## config.mk

```make
export PLATFORM = sky130hd
export DESIGN_NAME = tiny_fir_cfg_ctrl
export DESIGN_NICKNAME = d
export VERILOG_FILES = /design/src/rtl/tiny_fir_pkg.sv /design/src/rtl/tiny_fir_coef_bank.sv /design/src/rtl/tiny_fir_cfg_ctrl.sv
export SDC_FILE = /design/constraint.sdc
export NUM_CORES = 1
export LEC_CHECK = 0
export CAP_MARGIN = 20
export CORE_MARGIN = 2
export CORE_UTILIZATION = 45
export DETAILED_ROUTE_END_ITERATION = 16
export SLEW_MARGIN = 30
export SYNTH_ARGS = -nofsm -noshare
export SYNTH_HDL_FRONTEND = slang
export SYNTH_SLANG_ARGS = --single-unit
```

## constraint.sdc

```tcl
create_clock -name clk -period 2.2 [get_ports clk]
set_clock_uncertainty 0.05 [all_clocks]
set_input_delay 0.22 -clock clk [delete_from_list [all_inputs] [get_ports clk]]
set_output_delay 0.22 -clock clk [all_outputs]
set_load 0.1 [all_outputs]
```

## src/rtl/tiny_fir_pkg.sv

```systemverilog
// Shared types and constants for the FIR coefficient loader: FSM state
// encoding, timeout counter width and a width helper for index ports.
package tiny_fir_pkg;

  typedef enum logic [2:0] {
    ST_IDLE,
    ST_DISABLE,
    ST_WAIT_RDY,
    ST_FETCH,
    ST_PRESENT,
    ST_WAIT_DONE,
    ST_RUN,
    ST_ERROR
  } fir_state_t;

  // Wide enough for any practical done-timeout setting.
  localparam int TO_CNT_W = 16;

  // Index width that never collapses to zero bits for single-entry ranges.
  function automatic int fn_width(input int n);
    return (n > 1) ? $clog2(n) : 1;
  endfunction

endpackage

```

## src/rtl/tiny_fir_coef_bank.sv

```systemverilog
// Coefficient storage: one write port, one registered read port.
// A same-address read and write in one cycle returns the old word.
module tiny_fir_coef_bank #(
  parameter int G_DEPTH  = 32,
  parameter int G_WIDTH  = 16,
  parameter int G_ADDR_W = 5
) (
  input  logic                clk,
  input  logic                wr_en,
  input  logic [G_ADDR_W-1:0] wr_addr,
  input  logic [G_WIDTH-1:0]  wr_data,
  input  logic                rd_en,
  input  logic [G_ADDR_W-1:0] rd_addr,
  output logic [G_WIDTH-1:0]  rd_data
);

  logic [G_WIDTH-1:0] mem [G_DEPTH];

  // No reset: contents survive reset, and the read register holds its
  // value between reads so the presented tap stays stable.
  always_ff @(posedge clk) begin
    if (wr_en) begin
      mem[wr_addr] <= wr_data;
    end
    if (rd_en) begin
      rd_data <= mem[rd_addr];
    end
  end

endmodule

```

## src/rtl/tiny_fir_cfg_ctrl.sv

```systemverilog
// Loads a stored coefficient set into a FIR tap-by-tap, then gates the
// sample stream through to the FIR only while it is programmed and running.
module tiny_fir_cfg_ctrl
  import tiny_fir_pkg::*;
#(
  parameter int G_NUM_TAPS     = 16,
  parameter int G_TAP_WIDTH    = 16,
  parameter int G_DATA_WIDTH   = 16,
  parameter int G_NUM_BANKS    = 2,
  parameter int G_DONE_TIMEOUT = 8
) (
  input  logic                               clk,
  input  logic                               reset,
  input  logic                               cfg_wr_en,
  input  logic [fn_width(G_NUM_BANKS)-1:0]   cfg_wr_bank,
  input  logic [fn_width(G_NUM_TAPS)-1:0]    cfg_wr_addr,
  input  logic [G_TAP_WIDTH-1:0]             cfg_wr_data,
  output logic                               cfg_wr_err,
  input  logic                               load_req,
  input  logic [fn_width(G_NUM_BANKS)-1:0]   load_bank,
  output logic                               busy,
  output logic                               loaded,
  output logic                               load_err,
  output logic [fn_width(G_NUM_BANKS)-1:0]   active_bank,
  output logic                               fir_enable,
  output logic [G_TAP_WIDTH-1:0]             fir_tap_dout,
  output logic                               fir_tap_valid,
  input  logic                               fir_tap_ready,
  input  logic                               fir_tap_done,
  input  logic [G_DATA_WIDTH-1:0]            s_din,
  input  logic                               s_din_valid,
  output logic                               s_din_ready,
  output logic [G_DATA_WIDTH-1:0]            fir_din,
  output logic                               fir_din_valid,
  input  logic                               fir_din_ready
);

  localparam int BW    = fn_width(G_NUM_BANKS);
  localparam int KW    = fn_width(G_NUM_TAPS);
  localparam int DEPTH = G_NUM_BANKS * G_NUM_TAPS;
  localparam int AW    = fn_width(DEPTH);

  fir_state_t          state_reg, state_next;
  logic [BW-1:0]       bank_reg, bank_next;
  logic [KW-1:0]       k_reg, k_next;
  logic [TO_CNT_W-1:0] to_cnt_reg, to_cnt_next;
  logic                load_err_reg, load_err_next;
  logic [BW-1:0]       active_bank_reg, active_bank_next;
  logic                cfg_wr_err_reg;

  logic          load_bank_ok;
  logic          wr_bank_ok;
  logic          start_load;
  logic          wr_drop;
  logic          mem_wr_en;
  logic          rd_en;
  logic [AW-1:0] wr_addr_flat;
  logic [AW-1:0] rd_addr_flat;
  logic          run;

  assign load_bank_ok = int'(load_bank) < G_NUM_BANKS;
  assign wr_bank_ok   = int'(cfg_wr_bank) < G_NUM_BANKS;
  assign start_load   = load_req && load_bank_ok;

  // The bank being streamed to the FIR is write-protected for the whole load.
  assign wr_drop   = cfg_wr_en && (!wr_bank_ok || (busy && (cfg_wr_bank == bank_reg)));
  assign mem_wr_en = cfg_wr_en && !wr_drop;

  assign wr_addr_flat = AW'(int'(cfg_wr_bank) * G_NUM_TAPS + int'(cfg_wr_addr));
  assign rd_addr_flat = AW'(int'(bank_reg) * G_NUM_TAPS + int'(k_reg));

  tiny_fir_coef_bank #(
    .G_DEPTH  (DEPTH),
    .G_WIDTH  (G_TAP_WIDTH),
    .G_ADDR_W (AW)
  ) u_coef_bank (
    .clk     (clk),
    .wr_en   (mem_wr_en),
    .wr_addr (wr_addr_flat),
    .wr_data (cfg_wr_data),
    .rd_en   (rd_en),
    .rd_addr (rd_addr_flat),
    .rd_data (fir_tap_dout)
  );

  always_ff @(posedge clk) begin
    if (reset) begin
      state_reg       <= ST_IDLE;
      bank_reg        <= '0;
      k_reg           <= '0;
      to_cnt_reg      <= '0;
      load_err_reg    <= 1'b0;
      active_bank_reg <= '0;
      cfg_wr_err_reg  <= 1'b0;
    end else begin
      state_reg       <= state_next;
      bank_reg        <= bank_next;
      k_reg           <= k_next;
      to_cnt_reg      <= to_cnt_next;
      load_err_reg    <= load_err_next;
      active_bank_reg <= active_bank_next;
      cfg_wr_err_reg  <= wr_drop;
    end
  end

  always_comb begin
    state_next       = state_reg;
    bank_next        = bank_reg;
    k_next           = k_reg;
    to_cnt_next      = to_cnt_reg;
    load_err_next    = load_err_reg;
    active_bank_next = active_bank_reg;
    fir_enable       = 1'b1;
    fir_tap_valid    = 1'b0;
    busy             = 1'b0;
    loaded           = 1'b0;
    rd_en            = 1'b0;

    case (state_reg)
      ST_IDLE, ST_RUN, ST_ERROR: begin
        fir_enable = (state_reg == ST_RUN);
        loaded     = (state_reg == ST_RUN);
        if (start_load) begin
          state_next    = ST_DISABLE;
          bank_next     = load_bank;
          k_next        = '0;
          load_err_next = 1'b0;
        end
      end
      ST_DISABLE: begin
        // One cycle with the FIR disabled forces it to re-initialise.
        fir_enable = 1'b0;
        busy       = 1'b1;
        state_next = ST_WAIT_RDY;
      end
      ST_WAIT_RDY: begin
        busy = 1'b1;
        if (fir_tap_ready) begin
          state_next = ST_FETCH;
        end
      end
      ST_FETCH: begin
        busy       = 1'b1;
        rd_en      = 1'b1;
        state_next = ST_PRESENT;
      end
      ST_PRESENT: begin
        busy          = 1'b1;
        fir_tap_valid = 1'b1;
        if (fir_tap_ready) begin
          if (k_reg == KW'(G_NUM_TAPS - 1)) begin
            state_next  = ST_WAIT_DONE;
            to_cnt_next = '0;
          end else begin
            k_next     = k_reg + 1'b1;
            state_next = ST_FETCH;
          end
        end
      end
      ST_WAIT_DONE: begin
        busy = 1'b1;
        if (fir_tap_done) begin
          state_next       = ST_RUN;
          active_bank_next = bank_reg;
        end else if (to_cnt_reg == TO_CNT_W'(G_DONE_TIMEOUT - 1)) begin
          state_next    = ST_ERROR;
          load_err_next = 1'b1;
        end else begin
          to_cnt_next = to_cnt_reg + 1'b1;
        end
      end
      default: begin
        state_next = ST_IDLE;
        fir_enable = 1'b0;
      end
    endcase
  end

  assign run           = (state_reg == ST_RUN);
  assign fir_din       = s_din;
  assign fir_din_valid = run && s_din_valid;
  assign s_din_ready   = run && fir_din_ready;

  assign load_err    = load_err_reg;
  assign active_bank = active_bank_reg;
  assign cfg_wr_err  = cfg_wr_err_reg;

endmodule

```

==> flow_summary.toml <==
[hold_path]
hold_end = "bank_reg"
hold_depth = 3
min-delay-start = "load_bank"
worstHoldPathType = "in -> reg"

[clocking]
cts_hold_buf = 0
cts_buffers = 55
path_clk_slew_ns = 0.06
insertion_delay_ns = 0.61
clockRootBuffer = "clkbuf_16"
cts_tree = "yes"
cts_max_path_buffers = 3
htreeDepth = 2
clock-sinks = 555

[critical_path]
r2r-end = "u_coef_bank.rd_data[9]"
critical_path_class = "reg -> reg"
crit_required_ns = 2.50
crit_path_start_kind = "register"
worst_setup_path_end_kind = "register"
arrival_ns = 2.64
rrSetupSlack_ns = -0.15
crit_path_max_fanout = 12
r2r_cells = 5
rr_startpoint = "k_reg[0]"

[pwr]
p_comb_share_pct = 7.6
seqPwrFrac_pct = 53.3
p_leak_nw = 8.10
power.density_nw_per_um2 = 849
power_switching_mw = 4.75
netSwitchingFraction_pct = 21.7
p_int_mw = 17.2
peakVddDrop_v = 0.000530
clkPwrFrac_pct = 39.1

[logic_synthesis]
synth_xor_area_share_pct = 0.0804
synth_top_family_by_area = "multiplexers"
synth_top_area_share_pct = 72.7
async_reset_ff_share_pct = 0
ys_seq_elements = 555
ys.flop_type = "edfxtp_1"
synth.cell_area_um2 = 21800
synth_compound_area_share_pct = 2.67
ys_warn_count = 0
yosys-top-cells-area = "edfxtp_1 73%, mux4_2 15%, dfxtp_1 2.5%"
synth.net_count = 1091
syn_area_per_cell_um2 = 20.9
synthSimpleGateAreaFrac_pct = 3.12
synthCells = 1043
synthMuxAreaShare_pct = 16.6
synth_edf_count = 528
synth.yosys.seq_area_share_pct = 75.2
synth_cell_types = 48
yosysTopAreaCell = "edfxtp_1"
synthAdderAreaFrac_pct = 0.115

[die]
die_w_um = 224
ioPinCount = 87
rows = 80
start_util_pct = 45.7
core-area_um2 = 47700
die_y_um = 224
die_area_um2 = 50200

[routing]
avgRoutedWirePerCell_um = 27.2
drtAntennaViolNets = 0
vias = 10900
drc = 0
drt-total-wl_um = 50800
first_iter_violations = 1220
vias_per_cell = 5.84
dr.pass1.iters = 5

[timing]
tns_ns = -1.95
final.min_clock_period_ns = 2.35
hold_violations = 0
period_share_pct = 107
setup_ws_ns = -0.148
tightest_slew_ns = 0.496
drv_slew = 0
fmaxAchievable_mhz = 426
rsz0062_at_grt = "true"
finalSetupViolCount = 16
slew_headroom_pct = 66.9

[place]
placed_cells = 1767
place_congestion = 0.809
io_buffers = 54
dpl.hpwl_um = 33000

[grt]
grt_pass1_wl_um = 74400
grt_start_max_net_pins = 34
antenna_found_initial = 0
grt_pass1_vias = 10800
track_usage_pct = 20.7
grt_overflow = 0

[layout]
largest_reg_flops = 512
diodes = 0
multiInputGateArea_um2 = 5080
area_growth_pct = 18.6
instances_no_fill = 1868
regArea_um2 = 16400
nNetsFinal = 1263
drive_gt1_share_pct = 34.7
n_fill_cell = 3586

[flow_run]
maxCapViolations = 0

[outcome]
outcome = "finished, violations left"
violations = "negative setup slack"
## timing repair
action	in CTS	in global routing
setup endpoints to repair	45	330
resized for setup	3	11
pin swaps	0	0
setup buffers	3	3
## worst max-delay path, cell delays in order (launching register included)
cell,delay [ns]
dfxtp_4,0.39
buf_12,0.17
buf_12,0.15
mux4_2,0.55
mux4_2,0.57
o21a_1,0.21
## power by group through the flow
stage               Combinational, mW  Clock (mW)  Sequential, mW
finish                           1.68        8.57            11.7
floorplan                        1.02           0            11.9
detailed placement               1.66           0            11.9
global route                     1.78        9.13            11.7
CTS                              1.68        8.77            11.7
global placement                 1.64           0            11.9
## Yosys cell counts (all sizes together) (3+ instances only)
cell type	number
edfxtp	528
mux4	144
buf	53
nor2	48
mux2i	37
dfxtp	27
a21oi	23
clkbuf	22
nand2	22
o21a	17
a22oi	16
nand3	14
o21ai	12
and3	11
inv	5
nor4	5
or3	5
a211oi	4
nor2b	4
a311oi	3
a31oi	3
a41oi	3
and2	3
nand2b	3
nand3b	3
nor3	3
## metrics by stage
| stage | setup slack [ns] | area [um2] | util (%) | hold WS, ns | power [mW] |
|---|---|---|---|---|---|
| final | -0.148 | 25900 | 54.1 | 0.204 | 21.9 |
| after floorplan | -0.177 | 21900 | - | 0.249 | 13.0 |
| after global placement | -0.249 | 24100 | 50.5 | 0.391 | 13.5 |
| after detailed placement | -0.235 | 24100 | 50.5 | 0.391 | 13.6 |
| after global routing | -0.184 | 25900 | 54.1 | 0.262 | 22.6 |
| after CTS | -0.168 | 25800 | 54.0 | 0.184 | 22.1 |
## area by class of cell
type | instances | share of cell area (%)
repair buffers | 190 | 7.60
clock inverters | 31 | 0.779
flip-flops and latches | 555 | 63.5
inverters | 5 | 0.0726
clock buffers | 64 | 5.45
multi-input cells | 408 | 19.6
well taps | 615 | 2.98
## per-layer routing
metal | share of wire, % | GRT usage, % | vias up | routed length [um]
li1 | - | - | 4679 | -
met4 | 2.7 | 6.77 | 0 | 1350
met3 | 7.6 | 4.33 | 78 | 3840
met1 | 45 | 31.1 | 5754 | 22700
met5 | 0 | 0 | - | 0
met2 | 45 | 30.6 | 396 | 22900
## layout by cell type, fill, tap and decap left out, types with 5 or more instances in the layout
master,netlist,routed
o21a_1,17,16
nand3_1,14,11
and3_1,11,10
nor4_1,5,5
clkbuf_1,22,9
o21ai_0,12,12
or3_1,5,5
a21oi_1,23,22
nor2_2,0,34
clkinv_2,0,16
clkdlybuf4s50_1,0,29
buf_4,22,122
nand2_1,22,22
clkinv_1,0,10
clkbuf_16,0,55
inv_1,5,5
a22oi_1,16,16
buf_12,3,36
dfxtp_1,27,23
nor2_1,48,14
edfxtp_1,528,528
mux2i_1,37,37
mux4_2,144,144
## worst max-delay path by stage
| stage | start | endpoint | slack (ns) |
|---|---|---|---|
| after floorplan | bank_reg | u_coef_bank.mem[24][0] | -0.18 |
| after global placement | cfg_wr_bank | u_coef_bank.mem[22][1] | -0.25 |
| after detailed placement | cfg_wr_bank | u_coef_bank.mem[24][5] | -0.24 |
| after CTS | k_reg[0] | u_coef_bank.rd_data[9] | -0.17 |
| after global routing | k_reg[0] | k_reg[1] | -0.18 |
| final | k_reg[0] | u_coef_bank.rd_data[9] | -0.15 |
## kinds of logic (layout without fill, tap and decap cells)
logic type               count (synthesis)  in the layout
AO/OA/AOI/OAI                           88             88
XOR/XNOR                                 2              2
adder cells (fa/ha/maj)                  2              2
buffers and inverters                   80            290
flip-flops                             555            555
multiplexers                           182            182
AND/OR/NAND/NOR                        134            134
(Power assumes the default switching activity.)
